==> config.mk <==
export PLATFORM = sky130hd
export DESIGN_NAME = demux_stream_n
export DESIGN_NICKNAME = d
export VERILOG_FILES = /design/src/rtl/demux_pkg.sv /design/src/rtl/demux_out_slot.sv /design/src/rtl/demux_stream_n.sv
export SDC_FILE = /design/constraint.sdc
export NUM_CORES = 1
export LEC_CHECK = 0
export ABC_AREA = 1
export CORE_MARGIN = 5
export CORE_UTILIZATION = 40
export DETAILED_ROUTE_END_ITERATION = 10
export PLACE_DENSITY = 0.75
export SLEW_MARGIN = 20
export SYNTH_ARGS = -nofsm -noshare
export SYNTH_HDL_FRONTEND = slang
export SYNTH_SLANG_ARGS = --single-unit
==> constraint.sdc <==
create_clock -name clk -period 2.2 [get_ports clk]
set_input_delay 0.44 -clock clk [delete_from_list [all_inputs] [get_ports clk]]
set_output_delay 0.44 -clock clk [all_outputs]
set_load 0.02 [all_outputs]
==> src/rtl/demux_pkg.sv <==
// rtl/demux_pkg.sv - shared defaults and select-width helper for demux_stream_n
package demux_pkg;

  localparam int DEFAULT_DATA_W = 8;
  localparam int DEFAULT_N_CH   = 4;
  localparam int DEFAULT_CNT_W  = 8;

  // Smallest w with 2**w >= value; used to derive the select width.
  function automatic int clog2(input int value);
    int w;
    w = 0;
    for (int i = 0; i < 31; i++) begin
      if ((1 << i) < value) w = i + 1;
    end
    return w;
  endfunction

endpackage

==> src/rtl/demux_out_slot.sv <==
// rtl/demux_out_slot.sv - one-entry valid/ready output register for one channel
//
// Ports:
//   clk, rst    clock, asynchronous active-high reset
//   load        write load_data this edge (only asserted when can_accept)
//   load_data   word to store
//   out_ready   consumer ready
//   out_valid   slot holds a word
//   out_data    held word; keeps its last value after a drain
//   can_accept  slot is empty or being drained this cycle
module demux_out_slot
  import demux_pkg::*;
#(
  parameter int DATA_W = DEFAULT_DATA_W
) (
  input  logic              clk,
  input  logic              rst,
  input  logic              load,
  input  logic [DATA_W-1:0] load_data,
  input  logic              out_ready,
  output logic              out_valid,
  output logic [DATA_W-1:0] out_data,
  output logic              can_accept
);

  assign can_accept = !out_valid || out_ready;

  // Load wins over drain so a simultaneous drain+write keeps the slot full.
  always_ff @(posedge clk or posedge rst) begin
    if (rst) begin
      out_valid <= 1'b0;
      out_data  <= '0;
    end else if (load) begin
      out_valid <= 1'b1;
      out_data  <= load_data;
    end else if (out_ready) begin
      out_valid <= 1'b0;
    end
  end

endmodule

==> src/rtl/demux_stream_n.sv <==
// rtl/demux_stream_n.sv - valid/ready stream demux to N_CH registered channels
//
// Optional broadcast feature: define DEMUX_BCAST_EN to add port in_bcast.
//
// Ports:
//   clk, rst    clock, asynchronous active-high reset
//   in_valid    input word valid
//   in_ready    input accepted when in_valid && in_ready (combinational)
//   in_data     input payload
//   in_sel      destination channel; >= N_CH drops the word
//   in_bcast    (DEMUX_BCAST_EN only) write the word to every channel
//   out_valid   per-channel valid
//   out_ready   per-channel consumer ready
//   out_data    channel i at [i*DATA_W +: DATA_W]
//   drop_cnt    saturating count of out-of-range words
module demux_stream_n
  import demux_pkg::*;
#(
  parameter int DATA_W = DEFAULT_DATA_W,
  parameter int N_CH   = DEFAULT_N_CH,
  parameter int SEL_W  = clog2(N_CH),
  parameter int CNT_W  = DEFAULT_CNT_W
) (
  input  logic                   clk,
  input  logic                   rst,
  input  logic                   in_valid,
  output logic                   in_ready,
  input  logic [DATA_W-1:0]      in_data,
  input  logic [SEL_W-1:0]       in_sel,
`ifdef DEMUX_BCAST_EN
  input  logic                   in_bcast,
`endif
  output logic [N_CH-1:0]        out_valid,
  input  logic [N_CH-1:0]        out_ready,
  output logic [N_CH*DATA_W-1:0] out_data,
  output logic [CNT_W-1:0]       drop_cnt
);

  localparam int SEL_SPAN = 1 << SEL_W;

  logic [N_CH-1:0]     can_accept;
  logic [N_CH-1:0]     load;
  logic [SEL_SPAN-1:0] accept_pad;
  logic                in_range;
  logic                sel_ready;
  logic                accept;
  logic                drop;

  // Pad can_accept to the full select span so any in_sel indexes safely;
  // out-of-range entries are never used because in_range overrides them.
  always_comb begin
    accept_pad             = '0;
    accept_pad[N_CH-1:0]   = can_accept;
  end

  assign in_range  = int'(in_sel) < N_CH;
  assign sel_ready = in_range ? accept_pad[in_sel] : 1'b1;
  assign accept    = in_valid && in_ready;

`ifdef DEMUX_BCAST_EN
  logic bcast_req;
  assign bcast_req = in_valid && in_bcast;
  assign in_ready  = !rst && (bcast_req ? &can_accept : sel_ready);
  assign drop      = accept && !bcast_req && !in_range;
`else
  assign in_ready  = !rst && sel_ready;
  assign drop      = accept && !in_range;
`endif

  for (genvar i = 0; i < N_CH; i++) begin : g_slot
`ifdef DEMUX_BCAST_EN
    assign load[i] = accept && (bcast_req || (in_sel == SEL_W'(i)));
`else
    assign load[i] = accept && (in_sel == SEL_W'(i));
`endif

    demux_out_slot #(
      .DATA_W (DATA_W)
    ) u_slot (
      .clk        (clk),
      .rst        (rst),
      .load       (load[i]),
      .load_data  (in_data),
      .out_ready  (out_ready[i]),
      .out_valid  (out_valid[i]),
      .out_data   (out_data[i*DATA_W +: DATA_W]),
      .can_accept (can_accept[i])
    );
  end

  always_ff @(posedge clk or posedge rst) begin
    if (rst) begin
      drop_cnt <= '0;
    end else if (drop && (drop_cnt != '1)) begin
      drop_cnt <= drop_cnt + CNT_W'(1);
    end
  end

endmodule

### Word-level counts from Yosys, hierarchy flattened

Index checks and enable logic that the tools add are counted.

| word-level totals | value |
|---|---|
| register bits after elaboration | 36 |
| input port bits | 17 |
| word-level logic and storage cells | 42 |

| cells by class | value |
|---|---|
| order comparisons | 1 |
| eq/ne operators | 3 |
| muxes and demuxes | 10 |
| reductions and logical operators | 20 |

Operators by type and width:

| kind | count |
|---|---|
| 2-to-1 mux 1 bit | 9 |
| nonzero test 2 bit | 4 |
| logical AND 1 bit | 6 |
| logical NOT 1 bit | 5 |
| == test 2 bit (second input constant) | 2 |
| logical OR 1 bit | 4 |
| < comparator 2 x 3 -> 1 bit (second input constant) | 1 |
| binary-select mux 1 bit (select 2 bit) | 1 |
| == test 2 x 1 -> 1 bit (second input constant) | 1 |
| logical NOT 2 bit | 1 |

### Depth between registers and ports, before layout

Gate-level depths: netlist of run 1.

| logic depth | value |
|---|---|
| depth after elaboration | 8 |
| mapped depth | 8 |
| gate-level depth less buffers | 8 |

### Hierarchy

Synthesis of run 1 repeated with hierarchy kept, for this count alone.

| unflattened totals | value |
|---|---|
| cells, all modules | 187 |
| area, all modules | 1,535.2 µm² |

By module, submodules not included:

| module | times used | cells each | area each (µm²) | sequential area each (µm²) |
|---|---|---|---|---|
| demux_out_slot | 4 | 39 | 345.3 | 225.2 |
| demux_stream_n | 1 | 31 | 153.9 | 0.0 |

### Worst setup path after synthesis of run 1

OpenSTA, ideal clock, no wires.

| timing path | value |
|---|---|
| path kind | input -> output |
| start | input port rst |
| end | output port in_ready |
| data arrival time | 1.782 ns |
| data required time | 1.760 ns |
| path slack | -0.022 ns |
| stages on the path | 4 |
| path through | inv_1 -> nand3_2 -> nor2_4 -> buf_6 |

| on the way | value |
|---|---|
| longest elaborated chain between the ends | 2 |

Ends and longest elaborated chain:

| what | RTL line | RTL |
|---|---|---|
| start, declared | demux_stream_n.sv:25 | `input logic rst,` |
| logical NOT 1 bit (no line) | n/a |  |
| logical AND 1 bit | demux_stream_n.sv:66 | `assign in_ready = !rst && sel_ready;` |
| end, declared | demux_stream_n.sv:27 | `output logic in_ready,` |

No other way between the ends.

### Final worst setup path of run 1

| timing path | value |
|---|---|
| start | input port out_ready[0] |
| end | output port in_ready |

| on the way | value |
|---|---|
| longest elaborated chain between the ends | 4 |

Ends and longest elaborated chain:

| what | RTL line | RTL |
|---|---|---|
| start, declared | demux_stream_n.sv:34 | `input logic [N_CH-1:0] out_ready,` |
| logical OR 1 bit | demux_out_slot.sv:26 | `assign can_accept = !out_valid \|\| out_ready;` |
| binary-select mux 1 bit (select 2 bit) | demux_stream_n.sv:57 | `assign sel_ready = in_range ? accept_pad[in_sel] : 1'b1;` |
| 2-to-1 mux 1 bit (not written as such) | demux_stream_n.sv:57 |  |
| logical AND 1 bit | demux_stream_n.sv:66 |  |

No other way between the ends. The select of a mux whose other input is x is not followed.

==> results.txt, run 1 <==
Outcome -> finished clean
Ys Warns -> 0
Final-report setup violation count -> 0
Mapped cell area -> 1780 sq um
Most frequent cells in the layout -> nand2_1 (70), clkdlybuf4s50_1 (50), dfrtp_1 (36), nand4_1 (32), buf_4 (11)
Post-route DRC violation count -> 0
CTS clk-pin slew, worst paths -> 0.07 ns
Setup slack, reg-to-reg -> 0.81 ns
Clock Path Buffers -> 2
GP Congestion -> 0.762
Final Hold Fails -> 0
Pin count of the biggest net entering global routing -> 37
Critical path endpoint category -> output port
Final core utilization -> 0.566
Max VDD drop -> 0.504 mV
CTS tree -> done
DIE HEIGHT -> 76.8 um
Gr usage total -> 0.150
Most common library cell in the layout ignoring fill and taps -> nand2_1
Number of DRC markers in iteration 0 -> 133
Slew Limit Fails -> 0
DRT antenna net count -> 0
Placed Area -> 2350 sq um
Worst-skew pair later-pin latency -> 0.28 ns
Number of buffers created by CTS -> 5
Hold Crit Start -> g_slot[0].u_slot.out_data[1]$_DFFE_PP0P_
Worst path required time -> 1.76 ns
Max FO, Critical Path -> 2
Share of layout cells above drive strength 1 -> 0.164
IO buf count -> 53
Routed wire per std cell -> 14.7 um
Area Overhead vs Synth -> 38.2%
Final Skew -> 0.00734 ns
Hold Path Class -> flop to flop
# IOs -> 62
Synth area leader -> dfrtp_1
DR vias -> 1500
Synth Area per Inst -> 9.38 sq um
DP HPWL -> 3250 um
Max_cap viols -> 0
Multi-input gate area -> 734 sq um
RSZ-0062 raised after global routing -> false
Reg-to-Reg Start -> g_slot[0].u_slot.out_valid$_DFFE_PP0P_
Post-synth top area share -> 0.505
Leakage power -> 1.20 nW
Chip width -> 76.8 um
TritonCTS Sinks -> 36
Initial antenna violation count -> 0
WS Path Type -> input port to output port
Post-Route WL -> 4440 um
CORE AREA -> 4350 sq um
Final Cycle Share -> 0.912
Storage element area -> 901 sq um
Final Net Count -> 266
Synth area leaders -> dfrtp_1 (51%), nand2_1 (15%), nand4_1 (11%), buf_4 (5.1%), nand4_4 (4.8%)
Cell area after layout -> 2460 sq um
Die area -> 5890 sq um
Setup Fix Bufs, Post-CTS -> 0
Vias per cell -> 4.97
Post-route minimum period -> 2.01 ns
Seq/Total Area, Yosys -> 0.505
Hold-fix buffers, CTS -> 0
Startpoint Class -> input port
Arrival time at the worst endpoint -> 1.57 ns
Starting density of the core -> 0.409
Maximum clock frequency -> 499 MHz
Hold Crit Depth -> 2
Worst reg2reg endpoint -> g_slot[1].u_slot.out_data[3]$_DFFE_PP0P_
Row count -> 24
FF+latch count, synth -> 36
Worst hold margin -> 0.475 ns
Fillers -> 396
Yosys cell types -> 17
First-pass GRT wire length -> 7150 um
Gate Count Post-Synth -> 190
FF-to-FF path depth -> 8
H-tree depth -> 2
GRT Residual Overflow -> 0
Clock root buffer -> clkbuf_8
PwrDens -> 854 nW/um^2
# diodes -> 0
DRT Pass-1 Iters -> 4
Vias in the first global route -> 1514
Hold path endpoint -> g_slot[0].u_slot.out_data[1]$_DFFE_PP0P_
state kept, by name, indices dropped and copies added (netlist names):
signal                   cells
g_slot.u_slot.out_valid      4
g_slot.u_slot.out_data      32
layer usage:
layer / share of wire / track usage / up-vias / routed length (um)
li1: - / - / 731 / -
met4: 0.012 / 0.0332 / 0 / 53
met3: 0.082 / 0.0632 / 7 / 362
met2: 0.50 / 0.236 / 65 / 2220
met5: 0 / 0 / - / 0
met1: 0.41 / 0.193 / 697 / 1800
critical path, cell delays in order:
cell and delay (ns):
clkdlybuf4s50_1 0.49, nor2_1 0.08, nand2_2 0.07, nand3_2 0.09, nor2_4 0.11, clkdlybuf4s15_2 0.28
final cells by class:
cell class / instances / area share
Inverter: 9 / 0.0152
Sequential cell: 36 / 0.365
Multi-Input combinational cell: 133 / 0.298
Clock buffer: 6 / 0.0294
Timing Repair Buffer: 64 / 0.251
Tap cell: 52 / 0.0264
Clock inverter: 2 / 0.0142
worst max-delay path by stage:
stage / startpoint / cells past startpoint / endpoint
after floorplan: rst / 4 / in_ready
after global placement: in_sel[1] / 7 / in_ready
after global routing: out_ready[0] / 6 / in_ready
after detailed placement: in_sel[1] / 7 / in_ready
after CTS: in_sel[1] / 7 / in_ready
final: out_ready[0] / 6 / in_ready
report_power, final:
group / internal, mW / switching, mW
clock: 0.336 / 0.222
sequential: 0.788 / 0.0757
combinational: 0.309 / 0.375
timing repair:
item,in CTS,in global routing
setup endpoints to repair,1,1
hold endpoints to repair,0,0
gates resized for setup,3,2
metrics by stage:
stage / total power [mW] / setup WS (ns) / TNS, ns / instances
2_1_floorplan: 1.22 / 0.314 / 0 / 197
3_3_place_gp: 1.55 / -0.304 / -0.304 / 294
3_5_place_dp: 1.56 / -0.331 / -0.331 / 294
4_1_cts: 2.13 / 0.000165 / 0 / 302
5_1_grt: 2.22 / 0.122 / 0 / 302
6_report: 2.11 / 0.194 / 0 / 302
cell usage after synthesis, drive strengths merged:
| cell | count |
|---|---|
| buf | 16 |
| dfrtp | 36 |
| nand3 | 3 |
| inv | 9 |
| nor2 | 10 |
| nand2 | 74 |
| clkbuf | 3 |
| nand4 | 36 |
| conb | 1 |
| o21ai | 2 |
cell families (layout without fill, tap and decap cells):
group	Yosys count	count (layout)	share of synthesized area
AND/OR/NAND/NOR	123	123	0.389
flip-flops	36	36	0.505
buffers and inverters	28	81	0.0975
AO/OA/AOI/OAI	2	2	0.00561
other	1	8	0.00210
(Power assumes the default switching activity.)
==> run 2: changes to the inputs <==
Settings changed: CORE_ASPECT_RATIO set to 0.5.
==> results.txt, run 2 (synthesis results as in run 1) <==
Worst path required time -> 1.76 ns
Fillers -> 376
Vias in the first global route -> 1522
Area Overhead vs Synth -> 37.6%
CTS tree -> done
Largest registers -> g_slot.u_slot.out_data (32), g_slot.u_slot.out_valid (4)
Arrival time at the worst endpoint -> 1.59 ns
IO buf count -> 53
Share of layout cells above drive strength 1 -> 0.167
Slew Limit Fails -> 0
DRT Pass-1 Iters -> 4
Hold-fix buffers, CTS -> 0
Max VDD drop -> 0.315 mV
Worst-skew pair later-pin latency -> 0.29 ns
Reg power frac -> 0.423
Number of buffers created by CTS -> 5
CTS clk-pin slew, worst paths -> 0.07 ns
Final core utilization -> 0.563
Placed insts -> 300
Final Skew -> 0.00505 ns
Critical path endpoint category -> output port
Comb power frac -> 0.340
Hold Path Class -> flop to flop
Max stage delay on crit path -> 0.49 ns
Placed Area -> 2360 sq um
DP HPWL -> 3400 um
Clock Path Buffers -> 2
Row count -> 17
Max layer used -> met4
Routed wire per std cell -> 14.8 um
Clock root buffer -> clkbuf_8
Buffers & Inverters on Critical Path -> 2
Int Pwr -> 1.35 mW
CORE AREA -> 4360 sq um
DR vias -> 1537
Crit path launch -> out_ready[1]
GP Congestion -> 0.895
Largest Register -> g_slot.u_slot.out_data
Final Hold Fails -> 0
First-pass GRT wire length -> 7500 um
Post-route minimum period -> 2.03 ns
Final Cycle Share -> 0.925
Max_cap viols -> 0
Post-Route WL -> 4570 um
Post-Place Worst Slack -> -0.324 ns
Met3 wire length -> 305 um
# diodes -> 0
Crit path cell chain -> clkdlybuf4s50_1 -> nor2_1 -> nand2_2 -> nand3_2 -> nor2_4 -> dlygate4sd2_1
Setup total negative slack -> 0 ns
RSZ-0062 raised after global routing -> false
DRT antenna net count -> 0
Startpoint Class -> input port
Pin count of the biggest net entering global routing -> 37
WS Path Type -> input port to output port
Number of DRC markers in iteration 0 -> 92
Most frequent cells in the layout -> nand2_1 (70), clkdlybuf4s50_1 (50), dfrtp_1 (36), nand4_1 (32), buf_4 (12)
TritonCTS Sinks -> 36
Die area -> 5970 sq um
Cell area after layout -> 2450 sq um
Maximum clock frequency -> 492 MHz
Fin cells -> 308
Switching share of total power -> 0.338
DRT met1 WL -> 1890 um
Outcome -> finished clean
DIE HEIGHT -> 57.2 um
Max FO, Critical Path -> 2
Final Net Count -> 267
Setup WS post-layout -> 0.166 ns
Switching power total -> 0.688 mW
Final-report setup violation count -> 0
Vias per cell -> 4.99
Gr usage total -> 0.157
Chip width -> 104 um
Routed length on met2 -> 2300 um
Most common library cell in the layout ignoring fill and taps -> nand2_1
Clock Power Share -> 0.237
Hold Crit Start -> g_slot[2].u_slot.out_data[4]$_DFFE_PP0P_
# IOs -> 62
Starting density of the core -> 0.409
Post-route DRC violation count -> 0
PwrDens -> 829 nW/um^2
CP max-delay cell -> clkdlybuf4s50_1
Number of flip-flops in the largest register -> 32
Leakage power -> 1.19 nW
GRT Residual Overflow -> 0
Reg-to-Reg Start -> g_slot[0].u_slot.out_valid$_DFFE_PP0P_
Delay-heaviest family, CP -> buffers and inverters
Initial antenna violation count -> 0
H-tree depth -> 2
-- run 2: changes by cell type in the layout (fill, tap and decap cells not counted) --
| cell | change |
|---|---|
| dlygate4sd2_1 | +3 |
| dlymetal6s2s_1 | -2 |
| buf_4 | +1 |
| bufinv_16 | -1 |
| clkbuf_1 | -1 |
| clkbuf_8 | +1 |
| clkdlybuf4s15_2 | -1 |
| clkinv_2 | +1 |
-- run 2: stage by stage --
stage          total power [mW]  hold WS [ns]
2_1_floorplan              1.22         0.410
3_3_place_gp               1.56         0.458
3_5_place_dp               1.57         0.462
4_1_cts                    2.06         0.480
5_1_grt                    2.14         0.502
6_report                   2.03         0.473
-- run 2: worst min-delay path, delay by kind of cell, from the launching register on --
| family | cells | cell delay [ns] |
|---|---|---|
| DFF | 1 | 0.34 |
| and+or+nand+nor | 2 | 0.10 |
-- run 2: what timing repair did --
action	CTS	global route
gates resized for setup	3	0
setup endpoints to repair	1	0
setup buffers	0	0
-- run 2: path summary, 6_finish.rpt --
kind / end / slack, ns / depth (start not counted)
min: g_slot[2].u_slot.out_data[4]$_DFFE_PP0P_ / 0.47 / 2
max: in_ready / 0.17 / 6
min reg2reg: g_slot[2].u_slot.out_data[4]$_DFFE_PP0P_ / 0.47 / 2
min in group asynchronous: g_slot[1].u_slot.out_data[1]$_DFFE_PP0P_ / 0.79 / 4
max reg2reg: g_slot[3].u_slot.out_data[3]$_DFFE_PP0P_ / 0.80 / 9
max in group asynchronous: g_slot[3].u_slot.out_data[5]$_DFFE_PP0P_ / 1.11 / 4
-- run 2: area by class of cell --
class | instances | area (sq um) | share of cell area
timing repair buffer | 65 | 617 | 0.251
tap | 57 | 71.3 | 0.0291
sequential | 36 | 901 | 0.367
clock buffer | 6 | 82.6 | 0.0337
clock inverter | 2 | 10.0 | 0.00408
inverter | 9 | 37.5 | 0.0153
multi-input combinational | 133 | 734 | 0.299
-- run 2: power groups by stage --
stage | sequential (mW) | combinational, mW | clock, mW
finish | 0.860 | 0.692 | 0.482
global route | 0.876 | 0.741 | 0.524
CTS | 0.863 | 0.702 | 0.491
detailed placement | 0.874 | 0.697 | 0
global placement | 0.870 | 0.685 | 0
floorplan | 1.02 | 0.206 | 0
-- run 2: routing by layer --
layer  vias to the layer above  GRT usage
met3                        10     0.0418
li1                        739          -
met1                       730      0.192
met2                        58      0.266
met5                         -          0
met4                         0     0.0627
